File: src/rtl/ifq_pkg.sv
// rtl/ifq_pkg.sv - shared types and constants for the instruction fetch queue
package ifq_pkg;

  localparam logic [31:0] NOP_INST = 32'h0000_0000;

  localparam logic [1:0] PCSRC_SEQ = 2'b00;
  localparam logic [1:0] PCSRC_BR  = 2'b01;
  localparam logic [1:0] PCSRC_JMP = 2'b10;
  localparam logic [1:0] PCSRC_RSV = 2'b11;

  typedef enum logic [1:0] {
    ST_IDLE = 2'b00,
    ST_WAIT = 2'b01,
    ST_DROP = 2'b10
  } fetch_state_e;

  typedef struct packed {
    logic [31:0] inst;
    logic [31:0] pc4;
  } ifq_entry_t;

  function automatic logic [31:0] word_align(input logic [31:0] addr);
    return addr & 32'hFFFF_FFFC;
  endfunction

endpackage

File: src/rtl/ifq_fifo.sv
// rtl/ifq_fifo.sv - circular prefetch buffer holding {inst, pc4} entries
//
// Ports:
//   clk, rst_n   clock, asynchronous active-low reset
//   push         write push_data at the tail (ignored when full)
//   push_data    entry to enqueue
//   pop          drop the head entry (ignored when empty)
//   clear        discard every entry; wins over push and pop
//   head_data    entry at the head (meaningless when empty)
//   count        number of valid entries, 0..DEPTH
//   full, empty  occupancy flags
module ifq_fifo #(
  parameter int DEPTH = 4,
  parameter int WIDTH = 64
) (
  input  logic                     clk,
  input  logic                     rst_n,
  input  logic                     push,
  input  logic [WIDTH-1:0]         push_data,
  input  logic                     pop,
  input  logic                     clear,
  output logic [WIDTH-1:0]         head_data,
  output logic [$clog2(DEPTH):0]   count,
  output logic                     full,
  output logic                     empty
);

  localparam int AW = $clog2(DEPTH);

  logic [WIDTH-1:0] mem [DEPTH];
  logic [AW-1:0]    wr_ptr;
  logic [AW-1:0]    rd_ptr;
  logic             do_push;
  logic             do_pop;

  assign full    = (count == (AW+1)'(DEPTH));
  assign empty   = (count == '0);
  assign do_push = push && !full && !clear;
  assign do_pop  = pop && !empty && !clear;

  assign head_data = mem[rd_ptr];

  // DEPTH is a power of two, so pointers wrap by natural overflow.
  always_ff @(posedge clk or negedge rst_n) begin
    if (!rst_n) begin
      wr_ptr <= '0;
      rd_ptr <= '0;
      count  <= '0;
    end else if (clear) begin
      wr_ptr <= '0;
      rd_ptr <= '0;
      count  <= '0;
    end else begin
      if (do_push) wr_ptr <= wr_ptr + 1'b1;
      if (do_pop)  rd_ptr <= rd_ptr + 1'b1;
      case ({do_push, do_pop})
        2'b10:   count <= count + 1'b1;
        2'b01:   count <= count - 1'b1;
        default: count <= count;
      endcase
    end
  end

  always_ff @(posedge clk) begin
    if (do_push) mem[wr_ptr] <= push_data;
  end

endmodule

File: src/rtl/if_fetch_queue.sv
// rtl/if_fetch_queue.sv - instruction fetch front end with prefetch queue and redirect handling
//
// Optional feature macro: IFQ_BYPASS_EN (response forwarded to the outputs when the queue is empty)
//
// Ports:
//   Clock, Resetn    clock, asynchronous active-low reset
//   stall            hold the presented instruction
//   pcsource         00 seq, 01 branch (bpc), 10 jump (jpc), 11 seq
//   bpc, jpc         redirect targets (low two bits ignored)
//   imem_req/addr    word read request to instruction memory
//   imem_gnt         request accepted this cycle
//   imem_rvalid/rdata read response
//   if_valid         if_inst/if_pc4 carry a real instruction
//   if_inst          instruction for IF/ID, NOP when not valid
//   if_pc4           address of if_inst + 4
//   PC               address of the presented instruction (fetch PC when empty)
module if_fetch_queue
  import ifq_pkg::*;
#(
  parameter int          DEPTH    = 4,
  parameter logic [31:0] RESET_PC = 32'h0
) (
  input  logic        Clock,
  input  logic        Resetn,
  input  logic        stall,
  input  logic [1:0]  pcsource,
  input  logic [31:0] bpc,
  input  logic [31:0] jpc,
  output logic        imem_req,
  output logic [31:0] imem_addr,
  input  logic        imem_gnt,
  input  logic        imem_rvalid,
  input  logic [31:0] imem_rdata,
  output logic        if_valid,
  output logic [31:0] if_inst,
  output logic [31:0] if_pc4,
  output logic [31:0] PC
);

  localparam int CW = $clog2(DEPTH) + 1;

  fetch_state_e state;
  fetch_state_e state_nxt;
  logic [31:0]  fetch_pc;
  logic [31:0]  fetch_pc_nxt;
  logic         run_en;

  logic         redirect;
  logic [31:0]  target;
  logic         in_flight;
  logic [CW:0]  occupancy;
  logic         room;
  logic         grant;
  logic         resp_take;
  ifq_entry_t   resp_entry;
  logic         bypass_hit;

  logic         q_push;
  logic         q_pop;
  ifq_entry_t   q_head;
  logic [CW-1:0] q_count;
  logic         q_full;
  logic         q_empty;

  ifq_entry_t   out_entry;
  logic         out_valid;

  assign redirect = (pcsource == PCSRC_BR) || (pcsource == PCSRC_JMP);
  assign target   = word_align((pcsource == PCSRC_BR) ? bpc : jpc);

  // Requests only leave from IDLE, so in_flight is zero whenever a request
  // is considered; it is kept so the room test reads as queue + outstanding.
  assign in_flight = (state == ST_WAIT);
  assign occupancy = {1'b0, q_count} + {{CW{1'b0}}, in_flight};
  assign room      = occupancy < (CW+1)'(DEPTH);

  // run_en keeps the request low for the first cycle out of reset.
  assign imem_req  = run_en && (state == ST_IDLE) && !redirect && room;
  assign imem_addr = fetch_pc;
  assign grant     = imem_req && imem_gnt;

  // A response is accepted in WAIT, or in IDLE when it arrives together
  // with its own grant (zero-latency memory). Stray data in IDLE and all
  // data in DROP or in a redirect cycle are discarded.
  assign resp_take = imem_rvalid && !redirect && ((state == ST_WAIT) || grant);

  // In WAIT fetch_pc already advanced past the outstanding word.
  assign resp_entry.inst = imem_rdata;
  assign resp_entry.pc4  = (state == ST_WAIT) ? fetch_pc : fetch_pc + 32'd4;

`ifdef IFQ_BYPASS_EN
  assign bypass_hit = q_empty && resp_take;
`else
  assign bypass_hit = 1'b0;
`endif

  assign q_pop  = !q_empty && !stall;
  assign q_push = resp_take && !q_full && !(bypass_hit && !stall);

  ifq_fifo #(
    .DEPTH (DEPTH),
    .WIDTH (64)
  ) u_fifo (
    .clk       (Clock),
    .rst_n     (Resetn),
    .push      (q_push),
    .push_data (resp_entry),
    .pop       (q_pop),
    .clear     (redirect),
    .head_data (q_head),
    .count     (q_count),
    .full      (q_full),
    .empty     (q_empty)
  );

  always_ff @(posedge Clock or negedge Resetn) begin
    if (!Resetn) begin
      state    <= ST_IDLE;
      fetch_pc <= RESET_PC;
      run_en   <= 1'b0;
    end else begin
      state    <= state_nxt;
      fetch_pc <= fetch_pc_nxt;
      run_en   <= 1'b1;
    end
  end

  always_comb begin
    state_nxt    = state;
    fetch_pc_nxt = fetch_pc;
    case (state)
      ST_IDLE: begin
        if (grant) begin
          fetch_pc_nxt = fetch_pc + 32'd4;
          if (!imem_rvalid) state_nxt = ST_WAIT;
        end
      end
      ST_WAIT: begin
        if (imem_rvalid)   state_nxt = ST_IDLE;
        else if (redirect) state_nxt = ST_DROP;
      end
      ST_DROP: begin
        if (imem_rvalid) state_nxt = ST_IDLE;
      end
      default: state_nxt = ST_IDLE;
    endcase
    if (redirect) fetch_pc_nxt = target;
  end

  always_comb begin
    out_entry = resp_entry;
    out_valid = 1'b0;
    if (!q_empty) begin
      out_entry = q_head;
      out_valid = 1'b1;
    end else if (bypass_hit) begin
      out_entry = resp_entry;
      out_valid = 1'b1;
    end
  end

  assign if_valid = out_valid;
  assign if_inst  = out_valid ? out_entry.inst : NOP_INST;
  assign if_pc4   = out_valid ? out_entry.pc4 : fetch_pc + 32'd4;
  assign PC       = out_valid ? out_entry.pc4 - 32'd4 : fetch_pc;

endmodule

File: config.mk
export PLATFORM = sky130hd
export DESIGN_NAME = if_fetch_queue
export DESIGN_NICKNAME = d
export VERILOG_FILES = /design/src/rtl/ifq_pkg.sv /design/src/rtl/ifq_fifo.sv /design/src/rtl/if_fetch_queue.sv
export SDC_FILE = /design/constraint.sdc
export NUM_CORES = 1
export LEC_CHECK = 0
export CORE_UTILIZATION = 59
export DETAILED_ROUTE_END_ITERATION = 10
export GPL_ROUTABILITY_DRIVEN = 1
export PLACE_DENSITY = 0.87
export SLEW_MARGIN = 20
export SYNTH_ARGS = -nofsm -noshare
export SYNTH_HDL_FRONTEND = slang
export SYNTH_HIERARCHICAL = 1
export SYNTH_SLANG_ARGS = --single-unit
File: constraint.sdc
create_clock -name Clock -period 9.37 [get_ports Clock]
set_clock_uncertainty 0.1 [all_clocks]
set_input_delay 1.4055 -clock Clock [delete_from_list [all_inputs] [get_ports Clock]]
set_output_delay 1.4055 -clock Clock [all_outputs]
set_load 0.005 [all_outputs]
==> results of run 1 <==
==> logic make-up (layout without fill, tap and decap cells) <==
group,after synthesis,after routing,synth area share (%)
buf+inv,117,327,3.73
flops,296,296,58.7
mux,106,106,12.6
xor+xnor,72,72,4.26
other cells,2,11,0.0507
simple gates,332,332,12.1
compound gates,178,178,7.85
fa+ha+maj,8,8,0.727
==> final timing paths <==
check	endpoint	slack, ns
max	PC[28]	2.23
min	state[0]	0.47
max reg2reg	u_fifo/mem[1][13]	5.41
min reg2reg	state[0]	0.47
max in group asynchronous	u_fifo/rd_ptr[0]	7.59
min in group asynchronous	u_fifo/count[2]	0.88
==> sequential cells by signal (all words and copies together) (netlist names) <==
register,cells
u_fifo/wr_ptr,2
u_fifo/mem,256
u_fifo/count,3
state,2
run_en,1
u_fifo/rd_ptr,2
imem_addr,30
==> per-layer routing <==
layer  vias up  GRT usage [%]
met5         -              0
met4         0           10.9
met3        78           4.78
met2       509           46.0
met1      4961           39.3
li1       4607              -
==> power groups by stage <==
| stage | clock (W) | combinational (W) | sequential [W] |
|---|---|---|---|
| after floorplan | 0 | 0.000965 | 0.00160 |
| after global placement | 0 | 0.00178 | 0.00171 |
| after detailed placement | 0 | 0.00181 | 0.00171 |
| after CTS | 0.00118 | 0.00182 | 0.00168 |
| after global routing | 0.00123 | 0.00196 | 0.00170 |
| final | 0.00116 | 0.00183 | 0.00169 |
==> worst reg2reg max path, delay by kind of cell, from the launching register on <==
family	cells	cell delay, ns
flip-flops	1	0.48
AND/OR/NAND/NOR	5	2.00
buffers and inverters	2	0.70
AO/OA/AOI/OAI	1	0.33
==> cell type report <==
cell class,count,area [um^2]
clock inverters,22,214
well taps,324,405
repair buffers,240,2370
flip-flops and latches,296,8690
multi-input cells,707,5610
inverters,32,120
fillers,1549,6290
clock buffers,33,762
==> through the flow <==
| stage | instances | utilization [%] | hold WS [ns] | setup slack (ns) | power [W] |
|---|---|---|---|---|---|
| CTS | 1654 | 74.3 | 0.463 | 2.14 | 0.00469 |
| global placement | 1599 | 70.3 | 0.431 | 2.77 | 0.00349 |
| finish | 1654 | 74.3 | 0.468 | 2.23 | 0.00468 |
| floorplan | 1120 | - | 0.410 | 3.65 | 0.00257 |
| detailed placement | 1599 | 70.3 | 0.451 | 2.74 | 0.00352 |
| global route | 1654 | 74.3 | 0.479 | 1.92 | 0.00489 |
==> placed cells by master (no fill, tap or decap), types with 4 or more instances in the layout <==
master and n:
clkinv_2 7, dfrtp_1 38, or3_1 6, xnor2_1 44, buf_4 13, clkinv_1 9, nand3_1 23, ha_1 6
and2_1 4, o21bai_1 6, xor2_1 28, a221o_1 11, nand2_1 57, inv_1 30, nor2_1 90, clkbuf_16 30
a21oi_1 53, mux2_2 5, o211ai_1 4, conb_1 11, and3_1 10, nor4_1 10, nor3_1 25, a31oi_1 10
nand4_1 21, o21ai_0 41, nor2b_1 42, and2_2 4, clkdlybuf4s50_1 225, a21o_1 6, a31o_2 5, mux4_2 64
mux2i_1 37, o211a_1 9, o22ai_1 13, and4_1 4, edfxtp_1 256, nand2b_1 7
==> metrics, run 1 <==
biggest area consumer among synthesized cells=edfxtp_1; TritonCTS clock tree=yes; Final Routed Wirelength=roughly 36000 um; signed area change from the synthesized netlist to the final layout=22.8%; # nets final=1418; Worst Min Path Start=state[1]; timing-limited maximum frequency=140 MHz; data arrival time at the worst-slack endpoint=5.63 ns; fraction of synthesis flops using an asynchronous set or reset pin=13.5%; power density over cell area=257 nW/um^2; post-route ant nets=0; vias in the first global route=slightly below 10000; number of enable-type register cells in the synthesized netlist=approximately 260; wl on met1=14900 um; FF-to-FF Start=u_fifo/count[2]; number of setup violations in the final report=0; dominant cell by count in the synthesized netlist=edfxtp_1; CP delay by family, top=simple AND/OR/NAND/NOR gates; total iterations of the first detailed-routing run=5; CP endpoint kind=output port; dominant register cell in the synthesized netlist=edfxtp_1; number of DRC markers after the initial detailed-route iteration=840; Clock Power Share=24.8%; GPL Wtd Cong=roughly 0.96; Worst Reg-to-Reg Cells=8; max-cap violation count=0; dominant cells by area after synthesis=edfxtp_1 52%, mux4_2 9.7%, dfrtp_1 6.8%; height of the die=160 um; switching part of the total=33.0%; Post-CTS Setup Repair Bufs=0; count of unique library cells instantiated by Yosys=75; number of instances in the synthesized netlist=between 1000 and 1500; fraction of synthesized cell area taken by the top area cell type=51.9%; maximum net fanout on the critical path=34; placed wire-length estimate after detailed placement=24600 um; core area=24500 um^2; CP max-delay cell=dfrtp_4; Finished Cell Area=18200 um^2; depth of the worst hold-timing path=1; initial antenna violation count=0; total routing usage reported by global routing=28.5%; final max-slew violation count=0; post-cts sizing count=0; final number of hold-violating endpoints=0; Crit path required time=7.86 ns; total DRC errors in the routed layout=0; die area=25700 um^2; launch point of the critical path=u_fifo/rd_ptr[0]; Cell Chain, Critical Path=buf_4, mux4_2, nor3b_1, nand2b_1, nand2b_1, a211o_1, or4b_1, nor4_1, mux2i_1, clkdlybuf4s50_1; initial standard-cell utilization of the core=60.5%; actual transition at the worst max-transition pin=1.06 ns; Leak Pwr=6.08 nW; P_sw=0.00154 W; cell at the root of the clock tree=clkbuf_16; port buffer count=226; number of clock buffers inserted by TritonCTS=30; internal power=0.00313 W; Critical Path Max Stage Delay=0.85 ns; proportion of layout cells with a drive suffix above 1=12.0%; Period minus WS final=a little over 7 ns; Top Metal Used=met4; register clock-pin slew on the reported worst setup and hold paths=0.07 ns; portion of total power attributed to sequential cells=a little over a third; crit path kind=reg -> out; most frequent cells after synthesis=256 x edfxtp_1, 90 x nor2_1, 64 x mux4_2, 57 x nand2_1, 53 x a21oi_1; synthesis-stage register bit count=296; instance area after placement=17200 um^2; first-pass GRT wire length=about 56000 um; CP Launch Type=register; clock latency on the worst-skew pair=roughly 0.56 ns; maximum clock insertion buffer count=3; met2 routed wirelength=roughly 17000 um; run status=finished, final reports clean; Stages on worst setup path=10; antenna diode count=0; DR WL met3=between 2000 and 3000 um; pin count of the biggest net entering global routing=115; Vias=10155; combinational cell fraction of total power=39.1%; Mean Syn Cell Area=approximately 13 um^2; post-synthesis cell area=14800 um^2; Row Count=57; Max transition margin=roughly 29%; TritonCTS Sinks=between 200 and 300; average wire per cell in the routed design=22.0 um; period utilisation layout=76.2%; die width=160 um; deepest level of the CTS H-tree=1; critical path's most frequent cell=nand2b_1; grt total ovfl=0; Hold/Removal Path Class=reg -> reg; total number of yosys warnings=6; number of hold buffers added after CTS=0; detail-routed via count per cell=6.14; unrepaired setup endpoints after global routing=false; accumulated negative setup slack=0 ns; Max rail drop VDD=~0.19 mV; register area share after synthesis=58.7%; Buf/Inv on CP=2; Top Ports=roughly 230
Note: power is estimated with default switching activity, not from simulation.
==> run 2, diff against run 1 <==
--- a/config.mk
+++ b/config.mk
@@ -5,10 +5,10 @@
 export SDC_FILE = /design/constraint.sdc
 export NUM_CORES = 1
 export LEC_CHECK = 0
-export CORE_UTILIZATION = 59
+export CORE_UTILIZATION = 49
 export DETAILED_ROUTE_END_ITERATION = 10
 export GPL_ROUTABILITY_DRIVEN = 1
-export PLACE_DENSITY = 0.87
+export PLACE_DENSITY = 0.77
 export SLEW_MARGIN = 20
 export SYNTH_ARGS = -nofsm -noshare
 export SYNTH_HDL_FRONTEND = slang
==> constraint.sdc (replaced) <==
create_clock -name Clock -period 6.4 [get_ports Clock]
set_clock_uncertainty 0.1 [all_clocks]
set_input_delay 0.96 -clock Clock [delete_from_list [all_inputs] [get_ports Clock]]
set_output_delay 0.96 -clock Clock [all_outputs]
set_load 0.005 [all_outputs]
==> metrics, run 2 (same netlist as run 1, synthesis figures left out) <==
Period minus WS final=6.03 ns; timing-limited maximum frequency=~170 MHz; number of standard cells in the final layout excluding fillers=1726; internal power=0.00472 W; placed cells=around 1700; pin count of the biggest net entering global routing=87; antenna diode count=0; Leak Pwr=6.14 nW; final max-slew violation count=0; crit path kind=reg -> out; proportion of layout cells with a drive suffix above 1=about 13%; final number of hold-violating endpoints=0; average wire per cell in the routed design=21.1 um; clock latency on the worst-skew pair=0.57 ns; actual transition at the worst max-transition pin=1.01 ns; total iterations of the first detailed-routing run=7; data arrival time at the worst-slack endpoint=about 5.0 ns; Vias=9980; number of flip-flops in the largest register=roughly 260; post-route ant nets=0; CP endpoint kind=output port; number of DRC markers after the initial detailed-route iteration=896; top register by number of flip-flops=u_fifo/mem; leading cell type in the layout, fill and taps excluded=edfxtp_1; cell at the root of the clock tree=clkbuf_16; launch point of the critical path=imem_addr[2]; Max transition margin=32.8%; first-pass GRT wire length=56500 um; # nets final=1423; detail-routed via count per cell=5.78; grt total ovfl=0; total DRC errors in the routed layout=0; number of clock buffers inserted by TritonCTS=31; Crit path required time=5.34 ns; initial antenna violation count=0; WHS=between 0.4 and 0.5 ns; number of setup violations in the final report=0; FF-to-FF Start=imem_addr[4]; combinational cell fraction of total power=between 30% and 40%; height of the die=around 180 um; die area=30900 um^2; unrepaired setup endpoints after global routing=false; initial standard-cell utilization of the core=approximately 50%; minimum setup slack after placement=0.816 ns; signed area change from the synthesized netlist to the final layout=24.3%; die width=176 um; Final Routed Wirelength=36500 um; run status=finished, final reports clean; Max rail drop VDD=0.316 mV; TritonCTS clock tree=yes; Clock Power Share=26.2%; GPL Wtd Cong=0.907; Top Ports=233; switching part of the total=32.7%; vias in the first global route=between 9000 and 10000; period utilisation layout=a little over nine tenths; deepest level of the CTS H-tree=1; Hold/Removal Path Class=in -> async; accumulated negative setup slack=0 ns; Row Count=63; placed wire-length estimate after detailed placement=25100 um; P_sw=0.00229 W; power density over cell area=381 nW/um^2; register clock-pin slew on the reported worst setup and hold paths=0.07 ns; portion of total power attributed to sequential cells=35.0%; most frequent cells in the layout=256 x edfxtp_1, 225 x clkdlybuf4s50_1, 90 x nor2_1; TritonCTS Sinks=roughly 300; total power after layout=roughly 0.0070 W; maximum net fanout on the critical path=9; max-cap violation count=0; CP Launch Type=register; post-layout worst setup margin=0.373 ns; core area=around 30000 um^2; maximum clock insertion buffer count=3; total routing usage reported by global routing=23.7%; port buffer count=226
## run 2: cell count changes in the layout (fill, tap and decap cells not counted), moves of 2 or more
cell,before,now
and2_2,4,0
and2_4,0,4
buf_4,13,16
clkinv_1,9,6
bufinv_16,3,5
clkinv_4,2,0
clkinvlp_4,2,4
inv_6,0,2
## run 2: final timing paths
| check | endpoint | slack [ns] | cells past startpoint |
|---|---|---|---|
| setup / recovery | PC[28] | 0.37 | 11 |
| hold / removal | imem_addr[4] | 0.44 | 1 |
| setup reg to reg | u_fifo/mem[3][31] | 2.77 | 6 |
| hold reg to reg | state[0] | 0.46 | 1 |
| max in group asynchronous | u_fifo/rd_ptr[0] | 5.06 | 1 |
| min in group Clock | state[0] | 0.46 | 1 |
## run 2: critical path, stage by stage (launching register included)
cell and delay [ns]:
dfrtp_1 0.47, ha_1 0.37, mux2_2 0.33, mux2i_1 0.28
ha_1 0.26, nand2_1 0.07, a2111o_1 0.41, a211o_1 0.37
or4b_1 0.67, nor4_2 0.35, mux2i_1 0.27, clkdlybuf4s50_1 0.53
## run 2: cell type report
cell class	count	area (um^2)
inverter	32	120
clock buffer	35	791
sequential	296	8690
multi-input combinational	707	5620
clock inverter	22	263
tap	390	488
timing repair buffer	244	2420
fill	2277	11200
## run 2: layer usage
metal,wire [um],track usage (%)
met5,0,0
met4,1100,7.50
met3,2180,3.68
met2,17200,38.9
met1,15900,32.6
## run 2: power groups by stage
| stage | clock (W) | combinational, W | sequential (W) |
|---|---|---|---|
| 2_1_floorplan | 0 | 0.00141 | 0.00234 |
| 3_3_place_gp | 0 | 0.00269 | 0.00248 |
| 3_5_place_dp | 0 | 0.00270 | 0.00249 |
| 4_1_cts | 0.00188 | 0.00273 | 0.00245 |
| 5_1_grt | 0.00195 | 0.00293 | 0.00247 |
| 6_report | 0.00184 | 0.00272 | 0.00245 |
## run 2: metrics by stage
stage               util [%]  area, um^2
global route            62.1       18400
global placement        58.5       17300
CTS                     62.0       18400
finish                  62.1       18400
detailed placement      58.5       17300
floorplan                  -       14800
## run 2: repair_timing
action / 4_1_cts / 5_1_grt
resized for setup: 0 / 2
setup buffers: 0 / 0
setup endpoints to repair: 0 / 2
hold buffers: 0 / 0
==> run 3, diff against run 2 <==
--- a/config.mk
+++ b/config.mk
@@ -5,6 +5,7 @@
 export SDC_FILE = /design/constraint.sdc
 export NUM_CORES = 1
 export LEC_CHECK = 0
+export CAP_MARGIN = 20
 export CORE_UTILIZATION = 49
 export DETAILED_ROUTE_END_ITERATION = 10
 export GPL_ROUTABILITY_DRIVEN = 1
==> results of run 3 <==
The final DEF is identical to that of run 2; final timing and power are the same.
